$ cat src/rtl/mem_bus_arbiter_if.sv
// Core-side and memory-side signal bundle for the shared data-memory arbiter.
// The slave modport is the arbiter's view; master is the cores/memory side.
interface mem_bus_arbiter_if #(
  parameter int NUM_CORES = 4,
  parameter int ADDR_W    = 32,
  parameter int DATA_W    = 32
);
  logic [NUM_CORES-1:0]        core_req;
  logic [NUM_CORES-1:0]        core_we;
  logic [NUM_CORES*ADDR_W-1:0] core_addr;
  logic [NUM_CORES*DATA_W-1:0] core_wdata;
  logic [NUM_CORES-1:0]        core_ack;
  logic                        core_err;
  logic [DATA_W-1:0]           core_rdata;
  logic [NUM_CORES-1:0]        core_grant;
  logic                        mem_valid;
  logic                        mem_we;
  logic [ADDR_W-1:0]           mem_addr;
  logic [DATA_W-1:0]           mem_wdata;
  logic                        mem_ready;
  logic [DATA_W-1:0]           mem_rdata;

  modport slave (
    input  core_req, core_we, core_addr, core_wdata,
    input  mem_ready, mem_rdata,
    output core_ack, core_err, core_rdata, core_grant,
    output mem_valid, mem_we, mem_addr, mem_wdata
  );

  modport master (
    output core_req, core_we, core_addr, core_wdata,
    output mem_ready, mem_rdata,
    input  core_ack, core_err, core_rdata, core_grant,
    input  mem_valid, mem_we, mem_addr, mem_wdata
  );
endinterface

$ cat src/rtl/mem_bus_arbiter.sv
// Round-robin arbiter sharing one data-memory port among NUM_CORES cores.
// One transaction at a time: IDLE -> BUSY -> DONE, with a hang watchdog.
module mem_bus_arbiter #(
  parameter int NUM_CORES = 4,
  parameter int ADDR_W    = 32,
  parameter int DATA_W    = 32,
  parameter int TIMEOUT   = 64
) (
  input  logic clk,
  input  logic rst_n,
  mem_bus_arbiter_if.slave bus
);
  localparam int IW = $clog2(NUM_CORES);
  localparam int CW = $clog2(TIMEOUT);

  localparam logic [1:0] IDLE = 2'd0;
  localparam logic [1:0] BUSY = 2'd1;
  localparam logic [1:0] DONE = 2'd2;

  logic [1:0]        state_q, state_d;
  logic [IW-1:0]     rr_ptr_q, rr_ptr_d;
  logic [IW-1:0]     owner_q, owner_d;
  logic              we_q, we_d;
  logic [ADDR_W-1:0] addr_q, addr_d;
  logic [DATA_W-1:0] wdata_q, wdata_d;
  logic [CW-1:0]     wd_cnt_q, wd_cnt_d;
  logic [DATA_W-1:0] rdata_q, rdata_d;
  logic              err_q, err_d;

  logic              sel_found;
  logic [IW-1:0]     sel_idx;
  logic [IW-1:0]     cand;

  // Scan starts at rr_ptr; index wraps naturally as NUM_CORES is 2^IW
  always_comb begin
    sel_found = 1'b0;
    sel_idx   = '0;
    cand      = '0;
    for (int i = 0; i < NUM_CORES; i++) begin
      cand = rr_ptr_q + IW'(i);
      if (!sel_found && bus.core_req[cand]) begin
        sel_found = 1'b1;
        sel_idx   = cand;
      end
    end
  end

  always_comb begin
    state_d  = state_q;
    rr_ptr_d = rr_ptr_q;
    owner_d  = owner_q;
    we_d     = we_q;
    addr_d   = addr_q;
    wdata_d  = wdata_q;
    wd_cnt_d = wd_cnt_q;
    rdata_d  = rdata_q;
    err_d    = err_q;
    unique case (state_q)
      IDLE: begin
        if (sel_found) begin
          owner_d  = sel_idx;
          we_d     = bus.core_we[sel_idx];
          addr_d   = bus.core_addr[int'(sel_idx)*ADDR_W +: ADDR_W];
          wdata_d  = bus.core_wdata[int'(sel_idx)*DATA_W +: DATA_W];
          wd_cnt_d = '0;
          state_d  = BUSY;
        end
      end
      BUSY: begin
        wd_cnt_d = wd_cnt_q + 1'b1;
        // A late mem_ready still beats the watchdog on the same cycle
        if (bus.mem_ready) begin
          rdata_d = we_q ? '0 : bus.mem_rdata;
          err_d   = 1'b0;
          state_d = DONE;
        end else if (wd_cnt_q == CW'(TIMEOUT-1)) begin
          rdata_d = '0;
          err_d   = 1'b1;
          state_d = DONE;
        end
      end
      DONE: begin
        rr_ptr_d = owner_q + 1'b1;
        state_d  = IDLE;
      end
      default: state_d = IDLE;
    endcase
  end

  always_ff @(posedge clk or negedge rst_n) begin
    if (!rst_n) begin
      state_q  <= IDLE;
      rr_ptr_q <= '0;
      owner_q  <= '0;
      we_q     <= 1'b0;
      addr_q   <= '0;
      wdata_q  <= '0;
      wd_cnt_q <= '0;
      rdata_q  <= '0;
      err_q    <= 1'b0;
    end else begin
      state_q  <= state_d;
      rr_ptr_q <= rr_ptr_d;
      owner_q  <= owner_d;
      we_q     <= we_d;
      addr_q   <= addr_d;
      wdata_q  <= wdata_d;
      wd_cnt_q <= wd_cnt_d;
      rdata_q  <= rdata_d;
      err_q    <= err_d;
    end
  end

  logic                 busy;
  logic                 done;
  logic [NUM_CORES-1:0] owner_oh;

  assign busy     = (state_q == BUSY);
  assign done     = (state_q == DONE);
  assign owner_oh = NUM_CORES'(1) << owner_q;

  assign bus.mem_valid  = busy;
  assign bus.mem_we     = busy & we_q;
  assign bus.mem_addr   = busy ? addr_q : '0;
  assign bus.mem_wdata  = busy ? wdata_q : '0;
  assign bus.core_grant = (busy | done) ? owner_oh : '0;
  assign bus.core_ack   = done ? owner_oh : '0;
  assign bus.core_rdata = done ? rdata_q : '0;
  assign bus.core_err   = done & err_q;
endmodule

$ cat src/flat_wrapper.sv
// flat-port wrapper written by rule: the top's interface ports become plain ports
module mem_bus_arbiter_flat 
#(
  parameter int NUM_CORES = 4,
  parameter int ADDR_W    = 32,
  parameter int DATA_W    = 32,
  parameter int TIMEOUT   = 64
)
  (clk, rst_n, bus_core_req, bus_core_we, bus_core_addr, bus_core_wdata, bus_mem_ready, bus_mem_rdata, bus_core_ack, bus_core_err, bus_core_rdata, bus_core_grant, bus_mem_valid, bus_mem_we, bus_mem_addr, bus_mem_wdata);
  mem_bus_arbiter_if #(.NUM_CORES(NUM_CORES), .ADDR_W(ADDR_W), .DATA_W(DATA_W)) bus_i ();
  input  logic clk;
  input  logic rst_n;
  input wire logic [$bits(bus_i.core_req)-1:0] bus_core_req;
  input wire logic [$bits(bus_i.core_we)-1:0] bus_core_we;
  input wire logic [$bits(bus_i.core_addr)-1:0] bus_core_addr;
  input wire logic [$bits(bus_i.core_wdata)-1:0] bus_core_wdata;
  input wire logic [$bits(bus_i.mem_ready)-1:0] bus_mem_ready;
  input wire logic [$bits(bus_i.mem_rdata)-1:0] bus_mem_rdata;
  output wire logic [$bits(bus_i.core_ack)-1:0] bus_core_ack;
  output wire logic [$bits(bus_i.core_err)-1:0] bus_core_err;
  output wire logic [$bits(bus_i.core_rdata)-1:0] bus_core_rdata;
  output wire logic [$bits(bus_i.core_grant)-1:0] bus_core_grant;
  output wire logic [$bits(bus_i.mem_valid)-1:0] bus_mem_valid;
  output wire logic [$bits(bus_i.mem_we)-1:0] bus_mem_we;
  output wire logic [$bits(bus_i.mem_addr)-1:0] bus_mem_addr;
  output wire logic [$bits(bus_i.mem_wdata)-1:0] bus_mem_wdata;
  assign bus_i.core_req = bus_core_req;
  assign bus_i.core_we = bus_core_we;
  assign bus_i.core_addr = bus_core_addr;
  assign bus_i.core_wdata = bus_core_wdata;
  assign bus_i.mem_ready = bus_mem_ready;
  assign bus_i.mem_rdata = bus_mem_rdata;
  assign bus_core_ack = bus_i.core_ack;
  assign bus_core_err = bus_i.core_err;
  assign bus_core_rdata = bus_i.core_rdata;
  assign bus_core_grant = bus_i.core_grant;
  assign bus_mem_valid = bus_i.mem_valid;
  assign bus_mem_we = bus_i.mem_we;
  assign bus_mem_addr = bus_i.mem_addr;
  assign bus_mem_wdata = bus_i.mem_wdata;
  mem_bus_arbiter #(.NUM_CORES(NUM_CORES), .ADDR_W(ADDR_W), .DATA_W(DATA_W), .TIMEOUT(TIMEOUT)) u_core (.clk(clk), .rst_n(rst_n), .bus(bus_i));
endmodule
$ cat config.mk
export PLATFORM = sky130hd
export DESIGN_NAME = mem_bus_arbiter_flat
export DESIGN_NICKNAME = d
export VERILOG_FILES = /design/src/rtl/mem_bus_arbiter_if.sv /design/src/rtl/mem_bus_arbiter.sv /design/src/flat_wrapper.sv
export SDC_FILE = /design/constraint.sdc
export NUM_CORES = 1
export LEC_CHECK = 0
export ABC_CLOCK_PERIOD_IN_PS = 2600
export CAP_MARGIN = 5
export CORE_AREA = 2 2 158 160
export DETAILED_ROUTE_END_ITERATION = 10
export DIE_AREA = 0 0 160 162
export GPL_ROUTABILITY_DRIVEN = 1
export PLACE_DENSITY = 0.67
export SYNTH_ARGS = -nofsm -noshare
export SYNTH_HDL_FRONTEND = slang
export SYNTH_SLANG_ARGS = --single-unit
$ cat constraint.sdc
create_clock -name clk -period 2.6 [get_ports clk]
set_input_delay 0.52 -clock clk [delete_from_list [all_inputs] [get_ports clk]]
set_output_delay 0.52 -clock clk [all_outputs]
set_load 0.1 [all_outputs]
# After elaboration in Yosys (flattened, before gate mapping)
# Index checks and enable logic that the tools add are counted.
# W data, S select, Z words.
# classes
addsub,5
n_lt_le_gt_ge,5
eq_ne,5
n_shift,3
n_mux,34
bitwise_logic,3
reduce_logical,13
# ops
op,count
$shiftx A128 B8 Y32,2
$mux W32,6
$lt A2 B3 Y1 const B,5
$mux W2,7
$pmux W6 S2,1
$mux W1,11
$bmux W1 S2,5
$mux W4,2
$reduce_and A2 Y1,4
$add A6 B1 Y6 const B,1
$eq A6 B6 Y1 const B,1
$mux W6,1
$add A2 B1 Y2 const B,2
$add A2 B2 Y2 const B,2
$pmux W2 S2,1
$reduce_bool A2 Y1,2
$shl A1 B2 Y4 const A,1
$logic_and A1 B1 Y1,3
$logic_not A1 Y1,3
$ne A3 B3 Y1 const B,1
$and A1 B1 Y1,2
$eq A2 B1 Y1 const B,1
$eq A2 B2 Y1 const B,1
$logic_not A2 Y1,1
2 further kinds,2
# totals
regBits,110
wordCells,77

# Logic depth before layout (Yosys ltp)
# Gate-level depths: netlist of the first run.
# depth
ltp_word,14
depth_mapped,9

# Worst setup path before layout of the first run
# Ideal clock, no wire load.
# synth_path
path_type,reg2out
startpoint,reg u_core.state_q[1]
endpoint,out bus_mem_addr[0]
t_arrival_ps,2663
required_ps,2080
slack_ps,-583
stages_incl_launch_ff,6
path_buffers,2
path_cell_list,dfrtp_1 inv_1 ha_1 clkbuf_1 clkbuf_1 and2_1
# synth_between
elab_chain_cells,2
# synth_rtl
element,line_no,rtl
start: declaration,mem_bus_arbiter.sv:20,"logic [1:0] state_q, state_d;"
start signal: assignment,mem_bus_arbiter.sv:102,state_q <= state_d;
$eq A2 B1 Y1,mem_bus_arbiter.sv:118,assign busy = (state_q == BUSY);
net bus_mem_valid,flat_wrapper.sv:23,output wire logic [$bits(bus_i.mem_valid)-1:0] bus_mem_valid;
$mux W32,mem_bus_arbiter.sv:124,assign bus.mem_addr = busy ? addr_q : '0;
end: declaration,flat_wrapper.sv:25,output wire logic [$bits(bus_i.mem_addr)-1:0] bus_mem_addr;
# The timed path passes the listed nets, and every way through them passes these cells.

# Final worst setup path of the first run
# layout_path
startpoint,reg u_core.state_q[1]
endpoint,out bus_mem_wdata[21]
# layout_between
elab_chain_cells,2
# layout_rtl
element,line_no,rtl
$eq A2 B1 Y1,mem_bus_arbiter.sv:118,
$mux W32,mem_bus_arbiter.sv:125,assign bus.mem_wdata = busy ? wdata_q : '0;
end: declaration,flat_wrapper.sv:26,output wire logic [$bits(bus_i.mem_wdata)-1:0] bus_mem_wdata;
# Every way passes these cells.

==> results of run 1 <==
[final cells by class]
| cell class | count | share of cell area |
|---|---|---|
| timing repair buffer | 440 | 0.409 |
| multi-input combinational | 595 | 0.331 |
| clock buffer | 9 | 0.0168 |
| sequential | 110 | 0.205 |
| tap | 324 | 0.0303 |
| antenna | 1 | 0.000187 |
| inverter | 6 | 0.00168 |
| clock inverter | 7 | 0.00570 |
[power by group through the flow]
stage | Sequential, W | Clock (W) | Combinational, W
floorplan | 0.00285 | 0 | 0.00866
global placement | 0.00294 | 0 | 0.0131
detailed placement | 0.00298 | 0 | 0.0132
CTS | 0.00295 | 0.00149 | 0.0133
global route | 0.00306 | 0.00154 | 0.0137
finish | 0.00296 | 0.00143 | 0.0131
[kinds of logic after synthesis]
| logic type | Yosys count |
|---|---|
| and+or+nand+nor | 330 |
| xor gates and xnor gates | 3 |
| DFF | 110 |
| adders and majority gates | 9 |
| buffers and inverters | 87 |
| AOI/OAI and AO/OA | 182 |
| muxes | 71 |
[worst paths after layout]
path                                      end  slack, ps  depth (start not counted)
setup / recovery            bus_mem_wdata[21]        190                          5
hold / removal              u_core.wdata_q[1]        200                          2
min in group clk           u_core.rdata_q[23]        480                          2
setup reg to reg             u_core.addr_q[5]        480                          6
hold reg to reg            u_core.rdata_q[23]        480                          2
max in group asynchronous  u_core.wdata_q[28]       1820                          2
[placed cells by master (no fill, tap or decap), types with 2 or more instances in the layout]
cell type,n
ha_1,8
clkinvlp_4,2
nor2_1,70
buf_12,115
nand3_1,2
clkdlybuf4s50_1,297
and2_1,42
clkinv_8,2
and2_2,65
a211oi_1,71
o21ai_1,35
nand2b_1,3
mux2i_1,70
clkbuf_16,9
a22o_1,2
inv_1,6
buf_4,28
nand2_1,72
dfrtp_1,110
a211oi_2,60
o21ai_0,4
nor4b_1,65
a21oi_1,4
nor2_4,2
xor2_1,2
[sequential cells by signal (all words and copies together), names as in the netlist]
name,cells
u_core.wd_cnt_q,6
u_core.owner_q,2
u_core.err_q,1
u_core.rr_ptr_q,2
u_core.state_q,2
u_core.rdata_q,32
u_core.wdata_q,32
u_core.we_q,1
u_core.addr_q,32
[routing by layer]
metal | GRT usage | share of wire
met1 | 0.262 | 0.40
met2 | 0.392 | 0.51
met3 | 0.0552 | 0.069
met4 | 0.0655 | 0.025
met5 | 0 | 0
[worst max-delay path: stages (launching register included)]
cell and delay, ps:
dfrtp_1 390, inv_1 130, ha_2 220, buf_12 290, and2_2 270, buf_12 180
[metrics by stage]
stage               hold slack [ps]  area (um2)
floorplan                       224        7580
global placement                460       13100
detailed placement              468       13100
CTS                             275       13400
global route                    288       13400
finish                          195       13400
==> results.ini, run 1 <==
[status]
status=finished, final reports clean

[yosys]
syn_nets=1100
post-synth-top-area-cell=dfrtp_1
synth_edf_count=0
synthAdderAreaFrac=0.0150
ys_warn_count=0
ys_seq_elements=110
synthFlopType=dfrtp_1
synthMuxAreaShare=0.0949
postSynthCellCount=792
synth_top_family_by_area=simple AND/OR/NAND/NOR gates
syn_avg_cell_area_um2=9.47
yosysSeqAreaShare=0.367
yosysUniqueCellTypes=36
synth_top_area_frac=0.367
synthArstFlopShare=1.00
yosys-top-cells-count=dfrtp_1, and2_1, nand2_1, nor2_1, a211oi_1
synth_most_common_cell=dfrtp_1
syn_area_mm2=0.00750
yosys.area_share.simple=0.251
synth_compound_area_frac=0.208
synthXorXnorAreaFrac=0.00350
synth.top_cells.by_area=dfrtp_1, a211oi_2, mux2i_1

[timing]
period_share=0.928
slew_headroom=0.533
period_needed_ps=2410
tightestPinTransition_ps=700
tns_ps=0
skew_ps=19.0
slew_viol_final=0
grt_setup_unrepaired=no
final.setup.worst_slack_ps=188
setup_viol=0
hold_viol=0
clock.fmax_ghz=0.415

[routing]
drt.antenna.violating_nets=0
firstDrtPassIters=5
drtIter0Drc=442
wl_um=29200
drc=0
vias=7574
wl_per_cell_um=19.6
vias_per_cell=5.08

[layout]
fin_cells=1492
drive_above_1_share=0.254
multi_input_area_mm2=0.00443
area_growth_pct=78.7
regArea_mm2=0.00275
nFillCells=2179
utilization=0.556
nNetsFinal=1470

[critical_path]
worstSetupStartpoint=u_core.state_q[1]
worstPathRequired_ps=2080
r2r_start=u_core.rr_ptr_q[1]
crit_type=register to output pin
critPathLaunchType=register
crit_fanout=78
arrival_ps=1890
setup.worst_path.end_class=output pin

[floorplan]
rows=57
die_y_um=162
io_pins=406
die_area_mm2=0.0259
chipWidth_um=160
design.core.area_mm2=0.0241
initial_core_util=0.311

[hold_path]
hold_class=input pin to async pin

[power]
p_leak_nw=5.25
power_frac_seq=0.169
power.total_w=0.0175
internal_power_w=0.00805
p_sw_w=0.00946
p_clk_frac=0.082
comb_power_share=0.749
vdd_ir_drop_max_uv=679
power_density_mw_per_mm2=1310
p_sw_frac=0.540

[placed_design]
portBuffers=405
dp_cells=1475
hpwl_um=21900
finalWeightedCongestion=0.849
place_ws_ps=-102

[global_routing]
grt_start_max_net_pins=111
grt_pass1_wl_um=44900
grt-ovfl-total=0
antenna_found_initial=0
grt_use_total=0.220
first_global_vias=7836

[clock_network]
cts_resized=0
max-clock-path-buffers=2
h-tree-depth=3
clockRootBuffer=clkbuf_16
cts_setup_buffers=0
cts_buffers=9
clock-sinks=110
clkTransAtPathRegs_ps=90
cts_tree=done
clock_latency_ps=370
cts-hold-fix-buffers=0

[flow_run]
drv_cap=0

Power figures use the tool's default switching activity.
==> run 2: changes to the inputs <==
--- a/config.mk
+++ b/config.mk
@@ -11,6 +11,7 @@
 export DETAILED_ROUTE_END_ITERATION = 10
 export DIE_AREA = 0 0 160 162
 export GPL_ROUTABILITY_DRIVEN = 1
+export MAX_ROUTING_LAYER = met4
 export PLACE_DENSITY = 0.67
 export SYNTH_ARGS = -nofsm -noshare
 export SYNTH_HDL_FRONTEND = slang
==> results.ini, run 2 (same netlist as run 1, synthesis figures left out) <==
[status]
status=finished, final reports clean

[floorplan]
die_y_um=162
chipWidth_um=160
die_area_mm2=0.0259
design.core.area_mm2=0.0241
io_pins=406
initial_core_util=0.311
rows=57

[placed_design]
hpwl_um=21900
finalWeightedCongestion=0.863
portBuffers=405
place_ws_ps=-102

[clock_network]
cts-hold-fix-buffers=0
clock_latency_ps=370
clock-sinks=110
cts_tree=done
h-tree-depth=3
clockRootBuffer=clkbuf_16
cts_setup_buffers=0
cts_buffers=9
cts_resized=0
max-clock-path-buffers=2
clkTransAtPathRegs_ps=90

[global_routing]
grt_use_met3=0.0490
grt_pass1_wl_um=44900
grt_use_met2=0.394
use_met1=0.265
first_global_vias=7826
antenna_found_initial=0
grt.busiest_layer=met2
grt-ovfl-total=0
grt_start_max_net_pins=111
grt_use_total=0.226

[power]
p_leak_nw=5.25
vdd_ir_drop_max_uv=679
power_density_mw_per_mm2=1310
power.total_w=0.0175

[critical_path]
worstRegToRegCells=6
endpoint=bus_mem_wdata[21]
crit_fanout=78
crit_type=register to output pin
r2r_end=u_core.addr_q[12]
r2r_start=u_core.rr_ptr_q[1]
arrival_ps=1890
setup.worst_path.end_class=output pin
worstSetupStartpoint=u_core.state_q[1]
r2r_slack_ps=500
worstPathRequired_ps=2080
critPathLaunchType=register

[hold_path]
hold_class=input pin to async pin

[timing]
period_needed_ps=2410
skew_ps=18.1
hold_viol=0
hold_ws_ps=254
grt_setup_unrepaired=no
period_share=0.925
slew_headroom=0.571
setup_viol=0
slew_viol_final=0
clock.fmax_ghz=0.416
tns_ps=0
final.setup.worst_slack_ps=195
tightestPinTransition_ps=643

[routing]
drc=0
vias=7590
wl_per_cell_um=19.6
drt.antenna.violating_nets=0
drtIter0Drc=429
vias_per_cell=5.09
wl_um=29200
firstDrtPassIters=5

[layout]
regArea_mm2=0.00275
nFillCells=2179
utilization=0.556
multi_input_area_mm2=0.00443
area_growth_pct=78.7
mostFrequentLayoutCells=clkdlybuf4s50_1, buf_12, dfrtp_1, nand2_1, a211oi_1
largestRegisters=u_core.addr_q (32), u_core.rdata_q (32), u_core.wdata_q (32)
drive_above_1_share=0.254
nNetsFinal=1470
layout_commonest_cell=clkdlybuf4s50_1

[flow_run]
drv_cap=0

==> run 2: cell counts in the layout (fill, tap and decap cells not counted) <==
Identical to the previous run, type by type.
==> run 2: layer usage <==
metal  vias to the layer above  share of wire
met5                         -              0
met4                         0          0.024
met3                        42          0.069
met2                       330           0.51
met1                      3622           0.40
li1                       3596              -
==> run 2: power by group <==
group | internal (W) | total, W | switching (W) | leakage, nW
logic | 0.00484 | 0.0131 | 0.00830 | 3.79
clock network | 0.000681 | 0.00143 | 0.000749 | 0.140
registers | 0.00253 | 0.00295 | 0.000420 | 1.32
total | 0.00805 | 0.0175 | 0.00947 | 5.25
==> run 2: worst min-delay path by stage <==
stage | slack, ps | to | from | cells after the start
5_1_grt | 290 | u_core.wdata_q[1] | rst_n | 2
4_1_cts | 280 | u_core.wdata_q[1] | rst_n | 2
3_3_place_gp | 460 | u_core.rdata_q[30] | u_core.rdata_q[30] | 2
2_1_floorplan | 220 | u_core.addr_q[0] | rst_n | 0
6_report | 250 | u_core.wdata_q[1] | rst_n | 2
3_5_place_dp | 470 | u_core.rdata_q[14] | u_core.rdata_q[14] | 2
==> run 2: area by class of cell <==
| cell class | count | area share |
|---|---|---|
| flip-flops and latches | 110 | 0.205 |
| repair buffers | 440 | 0.409 |
| diodes | 1 | 0.000187 |
| multi-input cells | 595 | 0.331 |
| inverters | 6 | 0.00168 |
| clock inverters | 7 | 0.00570 |
| well taps | 324 | 0.0303 |
| clock buffers | 9 | 0.0168 |
==> run 2: metrics by stage <==
step	std cells	cell area (um2)
after floorplan	792	7580
after global placement	1475	13100
after detailed placement	1475	13100
after CTS	1491	13400
after global routing	1491	13400
final	1492	13400
==> run 2: critical path: stages, from the launching register on <==
cell and delay (ps):
dfrtp_1 390, inv_1 120, ha_2 220, buf_12 300, and2_2 270, buf_12 180
